$ cat src/rtl/linear_layer_start_fifo_srl_ctrl.sv
// Shift-register FIFO controller: DEPTH-word SRL store feeding a registered head-of-queue output.
// The output register makes a new word visible two edges after it is pushed into an empty block.
module linear_layer_start_fifo_srl_ctrl #(
    parameter int DATA_WIDTH = 1,
    parameter int ADDR_WIDTH = 1,
    parameter int DEPTH      = 2
) (
    input  logic                  clk,
    input  logic                  reset,
    input  logic                  if_write_ce,
    input  logic                  if_write,
    input  logic [DATA_WIDTH-1:0] if_din,
    output logic                  if_full_n,
    input  logic                  if_read_ce,
    input  logic                  if_read,
    output logic [DATA_WIDTH-1:0] if_dout,
    output logic                  if_empty_n
);

    localparam int unsigned CNT_W = ADDR_WIDTH + 1;

    logic [DATA_WIDTH-1:0] srl_q [DEPTH];
    logic [DATA_WIDTH-1:0] srl_d [DEPTH];
    logic [CNT_W-1:0]      cnt_q, cnt_d;
    logic [CNT_W-1:0]      used_d;
    logic [ADDR_WIDTH-1:0] raddr;
    logic [DATA_WIDTH-1:0] dout_q, dout_d;
    logic                  empty_n_q, empty_n_d;
    logic                  full_n_q, full_n_d;
    logic                  push, pop, load;

    // Next-state computation; the store is read before this edge's shift takes effect.
    always_comb begin
        push      = if_write & if_write_ce & full_n_q;
        pop       = if_read & if_read_ce & empty_n_q;
        raddr     = '0;
        load      = 1'b0;
        cnt_d     = cnt_q;
        empty_n_d = empty_n_q;
        dout_d    = dout_q;
        srl_d     = srl_q;

        if (cnt_q != '0) begin
            raddr = ADDR_WIDTH'(cnt_q - CNT_W'(1));
        end
        load = (cnt_q != '0) & (~empty_n_q | pop);

        if (push && !load) begin
            cnt_d = cnt_q + CNT_W'(1);
        end else if (load && !push) begin
            cnt_d = cnt_q - CNT_W'(1);
        end

        if (load) begin
            empty_n_d = 1'b1;
            dout_d    = srl_q[raddr];
        end else if (pop) begin
            empty_n_d = 1'b0;
        end

        if (push) begin
            srl_d[0] = if_din;
            for (int i = 1; i < DEPTH; i++) begin
                srl_d[i] = srl_q[i-1];
            end
        end

        used_d   = cnt_d + CNT_W'(empty_n_d);
        full_n_d = (used_d < CNT_W'(DEPTH));
    end

    // Control and output registers.
    always_ff @(posedge clk or posedge reset) begin
        if (reset) begin
            cnt_q     <= '0;
            empty_n_q <= 1'b0;
            full_n_q  <= 1'b1;
            dout_q    <= '0;
        end else begin
            cnt_q     <= cnt_d;
            empty_n_q <= empty_n_d;
            full_n_q  <= full_n_d;
            dout_q    <= dout_d;
        end
    end

    // Store contents need no reset: cnt_q gates every read.
    always_ff @(posedge clk) begin
        srl_q <= srl_d;
    end

    assign if_full_n  = full_n_q;
    assign if_empty_n = empty_n_q;
    assign if_dout    = dout_q;

endmodule
$ cat config.mk
export PLATFORM = sky130hd
export DESIGN_NAME = linear_layer_start_fifo_srl_ctrl
export DESIGN_NICKNAME = d
export VERILOG_FILES = /design/src/rtl/linear_layer_start_fifo_srl_ctrl.sv
export SDC_FILE = /design/constraint.sdc
export NUM_CORES = 1
export LEC_CHECK = 0
export ABC_AREA = 1
export CORE_AREA = 2 2 39 41
export CTS_BUF_LIST = sky130_fd_sc_hd__clkbuf_4 sky130_fd_sc_hd__clkbuf_8 sky130_fd_sc_hd__clkbuf_16
export DETAILED_ROUTE_END_ITERATION = 8
export DIE_AREA = 0 0 41 43
export SETUP_SLACK_MARGIN = 0.05
export SYNTH_ARGS = -nofsm -noshare
export SYNTH_HDL_FRONTEND = slang
export SYNTH_SLANG_ARGS = --single-unit
$ cat constraint.sdc
create_clock -name clk -period 3.92 [get_ports clk]
set_input_delay 0.392 -clock clk [delete_from_list [all_inputs] [get_ports clk]]
set_output_delay 0.392 -clock clk [all_outputs]
set_load 0.03 [all_outputs]
Yosys cells after proc, flatten, opt, wreduce, memory -nomap -nowiden
Index checks and enable logic that the tools add are counted.
- multiplexer cells: 8
- order comparisons: 2
- reductions and logical operators: 5
- add/sub/neg operators: 3
- bitwise gates (word level): 8
- operators with widths (operator ; number):
    two-way mux 1 bit ; 6
    bitwise AND 1 bit ; 5
    two-way mux 2 bit ; 2
    adder 2 x 1 -> 2 bit ; 1
    adder 2 x 1 -> 2 bit (second input constant) ; 1
    >= comparator 2 bit (second input constant) ; 1
    logical AND 1 bit ; 2
    logical NOT 1 bit ; 2
    less-than comparator 2 bit (second input constant) ; 1
    inverter 1 -> 2 bit ; 1
    nonzero test 2 bit ; 1
    subtractor 2 x 1 -> 2 bit (second input constant) ; 1
    inverter 1 bit ; 1
    OR 1 bit ; 1
- register bits: 7
- bits of input ports: 7
- logic and storage cells: 32

Depth between registers and ports, before layout
Gate-level depths: netlist (run 1).
- depth after elaboration: 9
- depth in mapped cells: 11
- depth with buffers taken out: 11

Least setup slack after synthesis (run 1)
OpenSTA, ideal clock, no wires.
- path type: flip-flop to flip-flop
- start: register full_n_q (netlist: if_full_n)
- end: register full_n_q (netlist: if_full_n)
- stages on the path, launching flop included: 10
- arrival: 1163 ps
- path slack: 2681 ps
- period minus slack after synthesis: 1239 ps
- buffers on the path: 0
- cell sequence: dfstp_2 > nand3_2 > inv_2 > nand2_4 > nand2_1 > nand2_1 > nand2_2 > inv_1 > nand2_1 > nand2_1
- longest elaborated chain between the ends: 7
- elaborated cells between the ends (all ways): 8
- RTL lines (what ; line ; text):
    from (decl) ; 29 ; logic full_n_q, full_n_d;
    from (signal assigned) ; 82 ; full_n_q <= full_n_d;
    bitwise AND 1 bit * ; 34 ; push = if_write & if_write_ce & full_n_q;
    net push ; 30 ; logic push, pop, load;
    logical NOT 1 bit ; 50 ; end else if (load && !push) begin
    logical AND 1 bit ; 50 ;
    two-way mux 2 bit ; 50 ;
    two-way mux 2 bit * ; 48 ; if (push && !load) begin
    net cnt_d[1] ; 24 ; logic [CNT_W-1:0] cnt_q, cnt_d;
    adder 2 x 1 -> 2 bit * ; 68 ; used_d = cnt_d + CNT_W'(empty_n_d);
    less-than comparator 2 bit * ; 69 ; full_n_d = (used_d < CNT_W'(DEPTH));
    net full_n_d ; 29 ;
Mark *: on every way through the listed nets, which the timed path passes. The rest lies on a longest branch.
A chain may end at the register's enable or synchronous reset.

Worst setup path after layout (run 1)
- start: register full_n_q (netlist: if_full_n)
- end: output port if_full_n
- RTL lines (what ; line ; text):
    to (decl) ; 13 ; output logic if_full_n,
No word-level cell between the ends.

==> metrics.sh, run 1 <==
DETAILEDROUTE.FIRSTPASSITERATIONCOUNT=4
SYNTHTOPCELLSBYAREA='sky130_fd_sc_hd__dfrtp_1 (26%), sky130_fd_sc_hd__edfxtp_1 (16%), sky130_fd_sc_hd__nand2_1 (11%)'
CTS-HOLD-FIX-BUFFERS=0
TIMING.FMAX_MHz=545
FINAL_CELL_MIX='sky130_fd_sc_hd__nand2_1 (11), sky130_fd_sc_hd__clkdlybuf4s50_1 (9), sky130_fd_sc_hd__inv_1 (7)'
PLACEMENTROWS=14
SYNTH.LIB_CELLS_USED.DISTINCT=13
SYNTH_TOP_CELL_BY_AREA='sky130_fd_sc_hd__dfrtp_1'
WORSTPATHBUFFERINVERTERCOUNT=1
TOTAL_AREA_OF_MULTI_INPUT_COMBINATIONAL_CELLS_SQ_UM=168
LAYOUT-DRIVE-GT1-SHARE_PCT=23.2
FIN_CRIT_SH_PCT=46.8
WORST_PIN_SLEW_NS=0.305
GLOBAL_ROUTE_MET1_UTILIZATION_PCT=10.1
CTS.HTREE.LEVELS=1
SYN_NETS=52
DRC=0
CP_MAX_FO=2
DIEAREA_SQ_UM=1760
FLOORPLAN.DIE.WIDTH_MICRONS=41
FINAL-HOLD-VIOLATION-COUNT=0
FINALSETUPTNS_NS=0
CRITICAL_PATH.STARTPOINT_TYPE='flip-flop'
CRITICAL_PATH_DEPTH=1
GRT_PASS1_WL_MICRONS=1050
INITIAL_UTILIZATION_PCT=27.8
SETUP_VIOL=0
DATA_REQUIRED_TIME_AT_THE_WORST_ENDPOINT_NS=3.53
SETUP_REPAIR_AFTER_GLOBAL_ROUTING_MISSED_ITS_MARGIN='false'
NUMPLACEDINSTANCES=68
GRT_MAX_DEGREE=6
SEQCELLAREA_SQ_UM=186
SYN-CELL-AREA_SQ_UM=384
POST-LAYOUT-TOTAL-POWER_uW=390
POWER.COMBINATIONAL.FRACTION_PCT=50.5
I_O_PIN_COUNT=10
SYNTH_SEQ_AREA_SHARE_PCT=48.5
POWER.SEQUENTIAL.FRACTION_PCT=30.8
WORSTSETUPENDPOINTTYPE='output port'
CTS.PATH.MAX_BUFFERS=2
POWER.NET_SWITCHING_uW=160
POWER.LEAKAGE_nW=0.264
TOP_USAGE_LAYER='met2'
FIN_NETS=66
MAX_CAP_VIOLATIONS=0
GRT_USE_MET2_PCT=13.1
INITIAL_ANTENNA_VIOLATION_COUNT=0
WORST_HOLD_PATH_TYPE='in -> async'
CRITICALPATHCATEGORY='reg -> out'
CPMAXSTAGEDELAYCELL='sky130_fd_sc_hd__clkdlybuf4s50_1'
WL_MICRONS=659
STATUS='finished clean'
CELLS_ALONG_THE_CRITICAL_PATH='clkdlybuf4s50_1'
R2R_SETUP_SLACK_NS=2.56
CLKTRANSATPATHREGS_NS=0.05
CP_TOP_FAMILY='buffers and inverters'
DIODES=0
CRIT_ARRIVAL_NS=1.44
GRT.TOTAL_USAGE_PCT=9.49
CTS_INSERTED_BUFFERS=3
MAX-SLEW-MARGIN-REL_PCT=79.6
CTS_TREE='built'
INITIALDRTVIOLATIONCOUNT=5
POST_SYNTH_INST_COUNT=43
CTS.SINK_COUNT=7
NUMBER_OF_STANDARD_CELLS_IN_THE_LAYOUT_TAPS_IN_AND_FILLERS_OUT=72
POWER.DENSITY_CELL_AREA_nW_PER_UM2=744
POWER.SHARE.CLOCK_PCT=18.7
SETUP_SLACK_NS=2.08
NFILLCELLS=151
PORT_BUFFERS=9
DPL_WORST_SLACK_NS=2.35
CTS_SETUP_BUFFERS=0
DETAIL_ROUTE.WL_PER_CELL_MICRONS=9.15
GLOBAL_ROUTE_OVERFLOW=0
FLOW.AREA_GROWTH_FROM_SYNTHESIS_PCT=36.5
SWITCHING_FRACTION_OF_TOTAL_POWER_PCT=41.1
SYNTH_LARGEST_TYPE_AREA_FRACTION_PCT=26.1
VIA_COUNT_OF_THE_FIRST_GLOBAL_ROUTING_PASS=283
VDD_DROP_MAX_uV=259
DIE_HEIGHT_MICRONS=43
LAYOUT_COMMONEST_CELL='sky130_fd_sc_hd__nand2_1'
CLOCK_INSERTION_DELAY_AT_THE_LATER_PIN_OF_THE_SKEW_REPORT_NS=0.25
CLK_ROOT_BUFFER_CELL='sky130_fd_sc_hd__clkbuf_4'
FINALCLOCKSKEW_NS=0.00310
INTERNAL_POWER_uW=230
R2R_CELLS=10
PLACE_HPWL_MICRONS=541
ANTENNA_LEFT=0
FP.COREAREA_SQ_UM=1380
YOSYS_WARNINGS=0
DETAILED_ROUTE_VIAS_PER_INSTANCE=4.32
SHORTEST_CLOCK_PERIOD_THE_WORST_PATH_ALLOWS_AFTER_LAYOUT_NS=1.84
SLOWEST_DELAY_NS=0.66
NUMBER_OF_SYNTHESIZED_REGISTER_BITS=7
TOTAL_COUNT_OF_MAX_TRANSITION_VIOLATIONS_IN_THE_FINAL_REPORT=0
GLOBALPLACE.CONGESTION=0.754
GRT.MET3_USAGE_PCT=3.14
SYNTHESIS.AREA_PER_INSTANCE_SQ_UM=8.93
CTS_REPAIR_RESIZE_COUNT=0
NUMBER_OF_VIAS_AFTER_DETAILED_ROUTING=311
[registers in the layout (all words and copies together), names as in the netlist]
register,flops
srl_q,2
if_full_n,1
if_dout,1
cnt_q,2
if_empty_n,1
[per-stage QoR]
stage	area, sq um	utilization [%]	hold slack, ns
final	524	37.9	0.350
after global routing	524	37.9	0.385
after CTS	524	37.9	0.351
after detailed placement	494	35.7	0.458
after global placement	494	35.7	0.449
after floorplan	384	-	0.170
[cells in the mapped netlist]
| cell | count |
|---|---|
| sky130_fd_sc_hd__ha_1 | 2 |
| sky130_fd_sc_hd__nand3_2 | 2 |
| sky130_fd_sc_hd__nand2_4 | 2 |
| sky130_fd_sc_hd__nand3_1 | 5 |
| sky130_fd_sc_hd__o31ai_1 | 1 |
| sky130_fd_sc_hd__dfstp_2 | 1 |
| sky130_fd_sc_hd__edfxtp_1 | 2 |
| sky130_fd_sc_hd__nand2_2 | 3 |
| sky130_fd_sc_hd__inv_2 | 1 |
| sky130_fd_sc_hd__nand2_1 | 11 |
| sky130_fd_sc_hd__nor2_1 | 2 |
| sky130_fd_sc_hd__dfrtp_1 | 4 |
| sky130_fd_sc_hd__inv_1 | 7 |
[path summary, 6_finish.rpt]
check / from / to
min: reset / cnt_q[0]
min in group clk: srl_q[1] / srl_q[0]
max in group asynchronous: reset / if_full_n
max: if_full_n / if_full_n
max reg2reg: cnt_q[0] / if_full_n
min reg2reg: srl_q[1] / srl_q[0]
[area by class of cell]
cell class / instances / area share [%]
tap: 16 / 3.82
inverter: 8 / 5.73
timing repair buffer: 9 / 17.2
multi-input combinational: 28 / 32.0
clock buffer: 4 / 5.73
sequential: 7 / 35.6
[layer usage]
layer / vias up / wire length (microns)
li1: 161 / -
met1: 137 / 305
met2: 9 / 291
met3: 4 / 38
met4: 0 / 24
met5: - / 0
[power groups by stage]
| stage | Sequential, mW | Clock (mW) | Combinational (mW) |
|---|---|---|---|
| final | 0.120 | 0.0728 | 0.197 |
| after detailed placement | 0.122 | 0 | 0.198 |
| after CTS | 0.120 | 0.0749 | 0.199 |
| after global placement | 0.121 | 0 | 0.194 |
| after floorplan | 0.144 | 0 | 0.125 |
| after global routing | 0.124 | 0.0817 | 0.219 |
[cells by family (layout without fill, tap and decap cells)]
| kind of cell | count (synthesis) | in the layout | share of synthesized area (%) |
|---|---|---|---|
| fa+ha+maj | 2 | 2 | 6.51 |
| compound gates | 1 | 1 | 1.96 |
| flops | 7 | 7 | 48.5 |
| simple gates | 25 | 25 | 35.2 |
| buf+inv | 8 | 21 | 7.82 |
(Power assumes the default switching activity.)
==> run 2: changes to the inputs <==
- clock period: 3.92 -> 1.9 ns (I/O delays scaled with it)
==> results of run 2 <==
The final DEF is identical to that of run 1. Status: finished clean.
Main changes from that run: setup slack after placement 2.35 ns -> 0.525 ns; setup slack after layout 2.08 ns -> 0.267 ns; hold slack 0.350 ns -> 0.148 ns; register-to-register setup slack 2.56 ns -> 0.54 ns; total power 0.390 mW -> 0.805 mW; worst IR drop on VDD 259 uV -> 534 uV
==> run 3: changes to the inputs <==
- SLEW_MARGIN: not set -> 15
- TNS_END_PERCENT: not set -> 5
==> results of run 3 <==
The final DEF is identical to that of run 1. Status: finished clean.
Main changes from that run: setup slack after placement 2.35 ns -> 0.525 ns; setup slack after layout 2.08 ns -> 0.267 ns; hold slack 0.350 ns -> 0.148 ns; register-to-register setup slack 2.56 ns -> 0.54 ns; total power 0.390 mW -> 0.805 mW; worst IR drop on VDD 259 uV -> 534 uV
